`config.mk`:
```
export PLATFORM = sky130hd
export DESIGN_NAME = fifo_alu_sequencer
export DESIGN_NICKNAME = d
export VERILOG_FILES = /design/src/rtl/fifo_alu_sequencer_pkg.sv /design/src/rtl/fifo_alu_sequencer.sv
export SDC_FILE = /design/constraint.sdc
export NUM_CORES = 1
export LEC_CHECK = 0
export ABC_AREA = 1
export ABC_CLOCK_PERIOD_IN_PS = 3450
export CORE_MARGIN = 2
export CORE_UTILIZATION = 53
export DETAILED_ROUTE_END_ITERATION = 6
export DONT_BUFFER_PORTS = 1
export HOLD_SLACK_MARGIN = 0.15
export PLACE_DENSITY = 0.68
export SYNTH_ARGS = -nofsm -noshare
export SYNTH_HDL_FRONTEND = slang
export SYNTH_SLANG_ARGS = --single-unit
```
`constraint.sdc`:
```
create_clock -name i_clk -period 3.45 [get_ports i_clk]
set_input_delay 0.345 -clock i_clk [delete_from_list [all_inputs] [get_ports i_clk]]
set_output_delay 0.345 -clock i_clk [all_outputs]
set_load 0.02 [all_outputs]
```
`src/rtl/fifo_alu_sequencer_pkg.sv`:
```
// Shared constants for the RX FIFO -> ALU -> TX FIFO transaction sequencer:
// default word/opcode widths and the 3-bit state encoding.
package fifo_alu_sequencer_pkg;

    localparam int NB_WORD = 8;
    localparam int NB_OP   = 6;

    localparam logic [2:0] ST_A    = 3'd0;
    localparam logic [2:0] ST_B    = 3'd1;
    localparam logic [2:0] ST_OP   = 3'd2;
    localparam logic [2:0] ST_EVAL = 3'd3;
    localparam logic [2:0] ST_TX   = 3'd4;

    // States that take one word from the RX FIFO.
    function automatic logic is_capture_state(input logic [2:0] state);
        return (state == ST_A) || (state == ST_B) || (state == ST_OP);
    endfunction

endpackage

```
`src/rtl/fifo_alu_sequencer.sv`:
```
// Pops operand A, operand B and opcode from the RX FIFO, drives the ALU,
// latches its result and pushes it into the TX FIFO as one edge-clean pulse.
module fifo_alu_sequencer #(
    parameter int NB_WORD = fifo_alu_sequencer_pkg::NB_WORD,
    parameter int NB_OP   = fifo_alu_sequencer_pkg::NB_OP
) (
    input  logic               i_clk,
    input  logic               i_rst,
    input  logic [NB_WORD-1:0] i_rx_data,
    input  logic               i_rx_empty,
    output logic               o_rx_read,
    output logic [NB_WORD-1:0] o_alu_a,
    output logic [NB_WORD-1:0] o_alu_b,
    output logic [NB_OP-1:0]   o_alu_op,
    input  logic [NB_WORD-1:0] i_alu_result,
    output logic [NB_WORD-1:0] o_tx_data,
    output logic               o_tx_write,
    input  logic               i_tx_full,
    output logic               o_busy
);

    import fifo_alu_sequencer_pkg::*;

    logic [2:0] state;
    logic       capture;

    // The FIFO flag and head word are stale while our pop is in flight, so a
    // capture is only allowed when no pop is outstanding.
    assign capture = is_capture_state(state) && !i_rx_empty && !o_rx_read;

    assign o_busy = (state != ST_A);

    // NOTE: every state and data register sits in the same reset branch with
    // non-blocking assignments, so a mid-transaction reset clears the whole
    // operand file in one edge and no block ever sees a half-updated value.
    always_ff @(posedge i_clk) begin
        if (!i_rst) begin
            state      <= ST_A;
            o_rx_read  <= 1'b0;
            o_tx_write <= 1'b0;
            o_alu_a    <= '0;
            o_alu_b    <= '0;
            o_alu_op   <= '0;
            o_tx_data  <= '0;
        end else begin
            o_rx_read  <= capture;
            o_tx_write <= 1'b0;
            case (state)
                ST_A: begin
                    if (capture) begin
                        o_alu_a <= i_rx_data;
                        state   <= ST_B;
                    end
                end
                ST_B: begin
                    if (capture) begin
                        o_alu_b <= i_rx_data;
                        state   <= ST_OP;
                    end
                end
                ST_OP: begin
                    if (capture) begin
                        o_alu_op <= i_rx_data[NB_OP-1:0];
                        state    <= ST_EVAL;
                    end
                end
                ST_EVAL: begin
                    o_tx_data <= i_alu_result;
                    state     <= ST_TX;
                end
                ST_TX: begin
                    // Leaving ST_TX on the push guarantees a low cycle after it.
                    if (!i_tx_full) begin
                        o_tx_write <= 1'b1;
                        state      <= ST_A;
                    end
                end
                default: state <= ST_A;
            endcase
        end
    end

endmodule

```
After elaboration in Yosys (flattened, before gate mapping):

Index checks and enable logic that the tools add are counted.

* add/sub/neg operators: 0
* $mul: 0
* div/mod/pow operators: 0
* $lt $le $gt $ge: 0
* equal/unequal tests: 8
* shift-type cells: 0
* muxes and demuxes: 6
* bitwise operators: 0
* reductions and logical operators: 13

Operators with widths (number)
* one-hot mux 3 bit (5 select lines): 1
* two-way mux 3 bit: 4
* inequality test 2 bit, second input constant: 4
* AND reduction 2 bit: 4
* == test 3 x 2 -> 1 bit, second input constant: 2
* AND reduction 4 bit: 1
* == test 3 x 1 -> 1 bit, second input constant: 1
* == test 3 bit, second input constant: 1
* zero test 3 bit: 1
* nonzero test 3 bit: 1
* logical AND 1 bit: 2
* zero test 1 bit: 2
* logical OR 1 bit: 2
* two-way mux 1 bit: 1

* flip-flop bits (word level): 35
* bits in latches: 0
* memory bits (writable): 0
* bits in read-only memories: 0
* input port bits: 20
* output and inout bits: 33
* logic and storage cells: 34
* memories: 0

Depth between registers and ports, before layout:

Gate-level depths: netlist of the first run.

* depth in word-level cells: 7
* gate-level depth with buffers: 6

Least setup slack after synthesis of the first run:

OpenSTA, ideal clock, no wires.

* kind: register to register
* start: reg o_rx_read
* end: reg o_alu_a[0]
* arrival time: 1.024 ns
* required time: 3.331 ns
* setup slack: 2.307 ns
* cell stages (with the launch flop): 6
* buffers on the path: 1
* period minus slack after synthesis: 1.143 ns
* cells stage by stage: dfxtp_1 > nor2_4 > nand3_2 > buf_6 > o21ai_0 > a21oi_1

* longest elaborated chain between the ends: 3

Ends and longest elaborated chain
* start: declaration: RTL line fifo_alu_sequencer.sv:11 `output logic o_rx_read,`
* start signal: assignment: RTL line fifo_alu_sequencer.sv:46 `o_rx_read <= capture;`
* zero test 1 bit: RTL line fifo_alu_sequencer.sv:29 `assign capture = is_capture_state(state) && !i_rx_empty && !o_rx_read;`
* logical AND 1 bit: RTL line fifo_alu_sequencer.sv:29
* AND reduction 2 bit (no line)
* end signal: assignment: RTL line fifo_alu_sequencer.sv:51 `o_alu_a <= i_rx_data;`
* end: declaration: RTL line fifo_alu_sequencer.sv:12 `output logic [NB_WORD-1:0] o_alu_a,`

Every way passes these cells.
A chain may end at the register's enable or synchronous reset.

Final worst setup path of the first run:

* start: reg state[2]
* end: out o_busy

* longest elaborated chain between the ends: 1

Ends and longest elaborated chain
* start: declaration: RTL line fifo_alu_sequencer.sv:24 `logic [2:0] state;`
* start signal: assignment: RTL line fifo_alu_sequencer.sv:38 `state <= ST_A;`
* start signal: assignment: RTL line fifo_alu_sequencer.sv:52 `state <= ST_B;`
* start signal: assignment: RTL line fifo_alu_sequencer.sv:58 `state <= ST_OP;`
* nonzero test 3 bit: RTL line fifo_alu_sequencer.sv:31 `assign o_busy = (state != ST_A);`
* end: declaration: RTL line fifo_alu_sequencer.sv:19 `output logic o_busy`

Every way passes these cells.

==> impl_metrics.env, run 1 <==
export IMPL_synth_area_mm2=0.00132
export IMPL_hpwlAfterDp_um=1960
export IMPL_slowest_stage="dfxtp_1"
export IMPL_worstHoldStart="i_rst"
export IMPL_diodes=0
export IMPL_drtPass1Iterations=4
export IMPL_area_growth_pct=14.1
export IMPL_irDropWorstVdd_uv=463
export IMPL_endpoint_kind="primary output"
export IMPL_ys_seq_elements=35
export IMPL_fin_nets=192
export IMPL_tritoncts="yes"
export IMPL_synthSimpleGateAreaFrac_pct=19.6
export IMPL_grt_antenna_before_repair=0
export IMPL_cts_setup_buffers=0
export IMPL_totalWireLength_um=2820
export IMPL_finalSetupViolations=0
export IMPL_viasPerCell=5.57
export IMPL_grt_pass1_wl_um=4350
export IMPL_place_gp_congestion=0.779
export IMPL_grt_pass1_vias=992
export IMPL_drv_cap=0
export IMPL_timing_worst_slew_pin_value_ps=596
export IMPL_muxShareOfSynthArea_pct=0
export IMPL_synth_nets=181
export IMPL_yosysSeqAreaShare_pct=52.9
export IMPL_worstPathMaxFanout=6
export IMPL_max_slew_margin_pct=60.1
export IMPL_crit_path_start_kind="register"
export IMPL_clock_root_buffer="clkbuf_4"
export IMPL_finalNonFillerCells=203
export IMPL_fin_worst_skew_ps=12.0
export IMPL_criticalPathCategory="register to primary output"
export IMPL_p_per_area_mw_per_mm2=551
export IMPL_cp_startpoint="state[2]"
export IMPL_io_pins=53
export IMPL_initial_core_util_pct=54.9
export IMPL_outcome="completed"
export IMPL_synth_xor_xnor_area_share_pct=0
export IMPL_rsz0062_at_grt="no"
export IMPL_dieArea_mm2=0.00291
export IMPL_avgSynthCellArea_um2=8.22
export IMPL_drv_slew=0
export IMPL_mostFrequentLayoutCell="dfxtp_1"
export IMPL_yosysWarnings=0
export IMPL_yosysTopAreaCellShare_pct=52.9
export IMPL_hold_slack_ps=164
export IMPL_clk_latency_ps=330
export IMPL_rows=18
export IMPL_path_delay_family="flip-flops"
export IMPL_synthCells=161
export IMPL_cts_resized_gates=0
export IMPL_synth_top_family_by_area="simple AND/OR/NAND/NOR gates"
export IMPL_layout_drive_gt1_share_pct=11.0
export IMPL_path_buf_inv=0
export IMPL_synth_fa_ha_area_share_pct=0
export IMPL_timing_fmax_mhz=672
export IMPL_portBuffers=0
export IMPL_synth_main_ff_cell="dfxtp_1"
export IMPL_fp_coreArea_mm2=0.00241
export IMPL_rrSetupSlack_ps=2010
export IMPL_min_path_type="input port to register"
export IMPL_synthTopCellsByArea="dfxtp_1, a21oi_1, o21ai_0"
export IMPL_drt_iter0_drc=8
export IMPL_dieWidth_um=54.0
export IMPL_synth_edf_count=0
export IMPL_fin_util_pct=62.7
export IMPL_setup_tns_ps=0
export IMPL_grt_max_degree=22
export IMPL_drtAntennaViolNets=0
export IMPL_crit_required_ps=3110
export IMPL_synth_compound_area_share_pct=19.0
export IMPL_grt_usage_pct=21.4
export IMPL_cpPeakStageDelay_ps=530
export IMPL_synth_distinct_cells=20
export IMPL_worstReg2RegStart="o_rx_read"
export IMPL_crit_chain="nor2_4 -> nand2_1"
export IMPL_cp_arrival_ps=1140
export IMPL_dp_cells=185
export IMPL_clkTransAtPathRegs_ps=100
export IMPL_die_y_um=54.0
export IMPL_leakage_uw=0.000582
export IMPL_final_cell_mix="dfxtp_1, a21oi_1, o21ai_0, nor2_1, inv_1"
export IMPL_synth_largest_area_cell="dfxtp_1"
export IMPL_async_flop_share_pct=0
export IMPL_wl_per_cell_um=13.9
export IMPL_final_min_clock_period_ps=1490
export IMPL_period_share_pct=43.1
export IMPL_drc=0
export IMPL_dr_total_vias=1130
export IMPL_htreeDepth=2
export IMPL_cts_buffer_depth=2
export IMPL_cts_sinks=35
export IMPL_overflow=0
export IMPL_numCtsBuffers=5
export IMPL_finalHoldViolCount=0
export IMPL_total_power_uw=833
synth_stat cells, types with 2 or more instances:
master	n
a21oi_1	25
nor2_1	17
nor2_4	2
inv_1	16
dfxtp_1	35
o21ai_0	22
nand2_1	14
inv_2	4
buf_4	2
nand3_1	11
clkbuf_1	3
nand3_2	2
routing by layer:
layer | GRT usage, % | wire, µm | vias to the layer above
met5 | 0 | 0 | -
met4 | 9.58 | 53 | 0
met3 | 8.61 | 257 | 10
met2 | 36.6 | 1460 | 48
met1 | 23.1 | 1050 | 517
li1 | - | - | 555
layout make-up:
type	count	area [µm²]
fillers	216	900
flip-flops and latches	35	701
multi-input cells	100	510
repair buffers	10	100
inverters	20	75.1
clock buffers	6	51.3
well taps	30	37.5
clock inverters	2	35.0
registers in the layout (all words and copies together), names as in the netlist:
register,flops
o_alu_b,8
o_alu_op,6
o_rx_read,1
state,3
o_tx_data,8
o_tx_write,1
o_alu_a,8
worst reg2reg max path: cells and delay by family, from the launching register on:
family          cells  cell delay (ps)
flops               1              420
compound gates      2              330
simple gates        2              590
metrics by stage:
step,setup WS (ps),area (µm²)
2_1_floorplan,2310,1320
3_3_place_gp,2090,1320
3_5_place_dp,2030,1320
4_1_cts,1950,1500
5_1_grt,1840,1510
6_report,1960,1510
timing repair:
item,CTS,global route
endpoints found under the hold margin,22,1
hold buffers,9,1
setup endpoints to repair,0,0
worst paths after layout:
check / endpoint / cells past startpoint
max: o_busy / 2
min: o_alu_op[1] / 2
max reg2reg: o_alu_op[2] / 4
min reg2reg: o_alu_op[1] / 2
cells by family after synthesis:
logic type,after synthesis
buffers and inverters,26
flip-flops,35
AND/OR/NAND/NOR,51
AO/OA/AOI/OAI,49
where the power goes:
group | internal [µW] | total (µW) | switching (µW)
registers | 424 | 460 | 36.6
clock network | 171 | 301 | 130
logic | 26.6 | 71.1 | 44.5
total | 622 | 833 | 211
Power figures use the tool's default switching activity.
==> run 2: changes to the inputs <==
- ABC_CLOCK_PERIOD_IN_PS: 3450 -> 1300
- PLACE_DENSITY: 0.68 -> 0.71
- clock period: 3.45 -> 1.3 ns (I/O delays scaled with it)
==> run 2 against run 1 <==
  * Utilization rose by 5.0 points
  * Critical path type unchanged
  * Worst hold slack improved by 270 ps
  * Critical path depth did not move
==> impl_metrics.env, run 2 (synthesis results as in run 1) <==
export IMPL_dr_wl_met3_um=315
export IMPL_worstReg2RegStart="state[0]"
export IMPL_rsz0062_at_grt="yes"
export IMPL_irDropWorstVdd_uv=1000
export IMPL_overflow=0
export IMPL_criticalPathCategory="register to primary output"
export IMPL_place_gp_congestion=0.755
export IMPL_diodes=0
export IMPL_power_frac_seq_pct=59.5
export IMPL_dr_total_vias=1150
export IMPL_numCtsBuffers=5
export IMPL_endpoint_kind="primary output"
export IMPL_final_cell_mix="dfxtp_1, a21oi_1, o21ai_0, dlygate4sd3_1, nor2_1"
export IMPL_cts_sinks=35
export IMPL_drv_slew=0
export IMPL_dieWidth_um=54.0
export IMPL_clkTransAtPathRegs_ps=90
export IMPL_drc=0
export IMPL_crit_path_start_kind="register"
export IMPL_wl_per_cell_um=13.9
export IMPL_io_pins=53
export IMPL_fin_nets=207
export IMPL_clk_latency_ps=340
export IMPL_initial_core_util_pct=54.9
export IMPL_finalHoldViolCount=0
export IMPL_total_power_uw=2050
export IMPL_min_path_type="input port to register"
export IMPL_fillers=209
export IMPL_worstPathMaxFanout=6
export IMPL_switching_share_pct=28.0
export IMPL_drtAntennaViolNets=0
export IMPL_layout_drive_gt1_share_pct=12.8
export IMPL_grt_pass1_wl_um=4600
export IMPL_leakage_uw=0.000636
export IMPL_timing_fmax_mhz=819
export IMPL_cts_setup_buffers=0
export IMPL_tritoncts="yes"
export IMPL_die_y_um=54.0
export IMPL_timing_worst_slew_pin_value_ps=618
export IMPL_combPwrFrac_pct=12.0
export IMPL_drt_iter0_drc=38
export IMPL_hold_slack_ps=439
export IMPL_fin_util_pct=67.7
export IMPL_switching_power_uw=576
export IMPL_grt_antenna_before_repair=0
export IMPL_final_min_clock_period_ps=1220
export IMPL_dr_wl_met2_um=1460
export IMPL_finalSetupViolations=0
export IMPL_reg_largest_list="o_alu_a: 8 flops, o_alu_b: 8 flops, o_tx_data: 8 flops"
export IMPL_period_share_pct=93.9
export IMPL_cp_startpoint="state[0]"
export IMPL_outcome="completed"
export IMPL_viasPerCell=5.30
export IMPL_met1_length_um=1200
export IMPL_drv_cap=0
export IMPL_max_slew_margin_pct=58.7
export IMPL_htreeDepth=2
export IMPL_mostFrequentLayoutCell="dfxtp_1"
export IMPL_grt_max_degree=24
export IMPL_totalWireLength_um=3030
export IMPL_crit_required_ps=1170
export IMPL_area_growth_pct=23.3
export IMPL_portBuffers=0
export IMPL_fp_coreArea_mm2=0.00241
export IMPL_clock_root_buffer="clkbuf_4"
export IMPL_rows=18
export IMPL_cts_buffer_depth=2
export IMPL_grt_usage_pct=22.9
export IMPL_grt_pass1_vias=993
export IMPL_p_per_area_mw_per_mm2=1260
export IMPL_worstHoldStart="i_tx_full"
export IMPL_fin_worst_skew_ps=12.7
export IMPL_clkPwrFrac_pct=28.6
export IMPL_dieArea_mm2=0.00291
export IMPL_drtPass1Iterations=4
export IMPL_hpwlAfterDp_um=2020
export IMPL_internal_power_uw=1480
export IMPL_cp_arrival_ps=1090
export IMPL_top_layer="met4"
[run 2: power groups by stage]
stage	Clock [µW]	Combinational [µW]	Sequential [µW]
2_1_floorplan	0	151	1240
3_3_place_gp	0	164	1240
3_5_place_dp	0	171	1250
4_1_cts	605	239	1220
5_1_grt	661	272	1230
6_report	586	245	1220
[run 2: through the flow]
step	cell area (µm²)	setup slack, ps	std cells	setup TNS (ps)
after floorplan	1320	157	161	0
after global placement	1350	156	189	0
after detailed placement	1350	81.9	189	0
after CTS	1620	50.1	217	0
after global routing	1630	-1.33	217	-1.33
final	1630	79.2	217	0
[run 2: layout make-up]
cell class                 count  area (µm²)  area share, %
sequential                    35         702           43.0
multi-input combinational    100         520           31.9
timing repair buffer          25         240           14.7
inverter                      20        75.1           4.60
clock buffer                   6        51.3           3.14
tap                           30        37.5           2.30
clock inverter                 1        5.00          0.307
[run 2: worst paths after layout]
check / depth (start not counted) / to / slack (ps)
setup reg to reg: 4 / o_alu_op[1] / 90
hold / removal: 2 / o_tx_write / 440
hold reg to reg: 2 / o_alu_op[3] / 550
setup / recovery: 2 / o_busy / 80
[run 2: timing repair]
action | 4_1_cts | 5_1_grt
hold endpoints to repair | 35 | 0
hold buffers | 21 | 0
setup endpoints to repair | 0 | 4
resized for setup | 0 | 3
[run 2: worst max-delay path, stage by stage (launching register included)]
cell and delay, ps:
dfxtp_1 380, nor2_4 230, nand2_2 140
[run 2: layer usage]
| layer | up-vias | track usage, % |
|---|---|---|
| met4 | 0 | 8.75 |
| met1 | 515 | 25.9 |
| met3 | 7 | 10.8 |
| met5 | - | 0 |
| li1 | 582 | - |
| met2 | 46 | 37.4 |
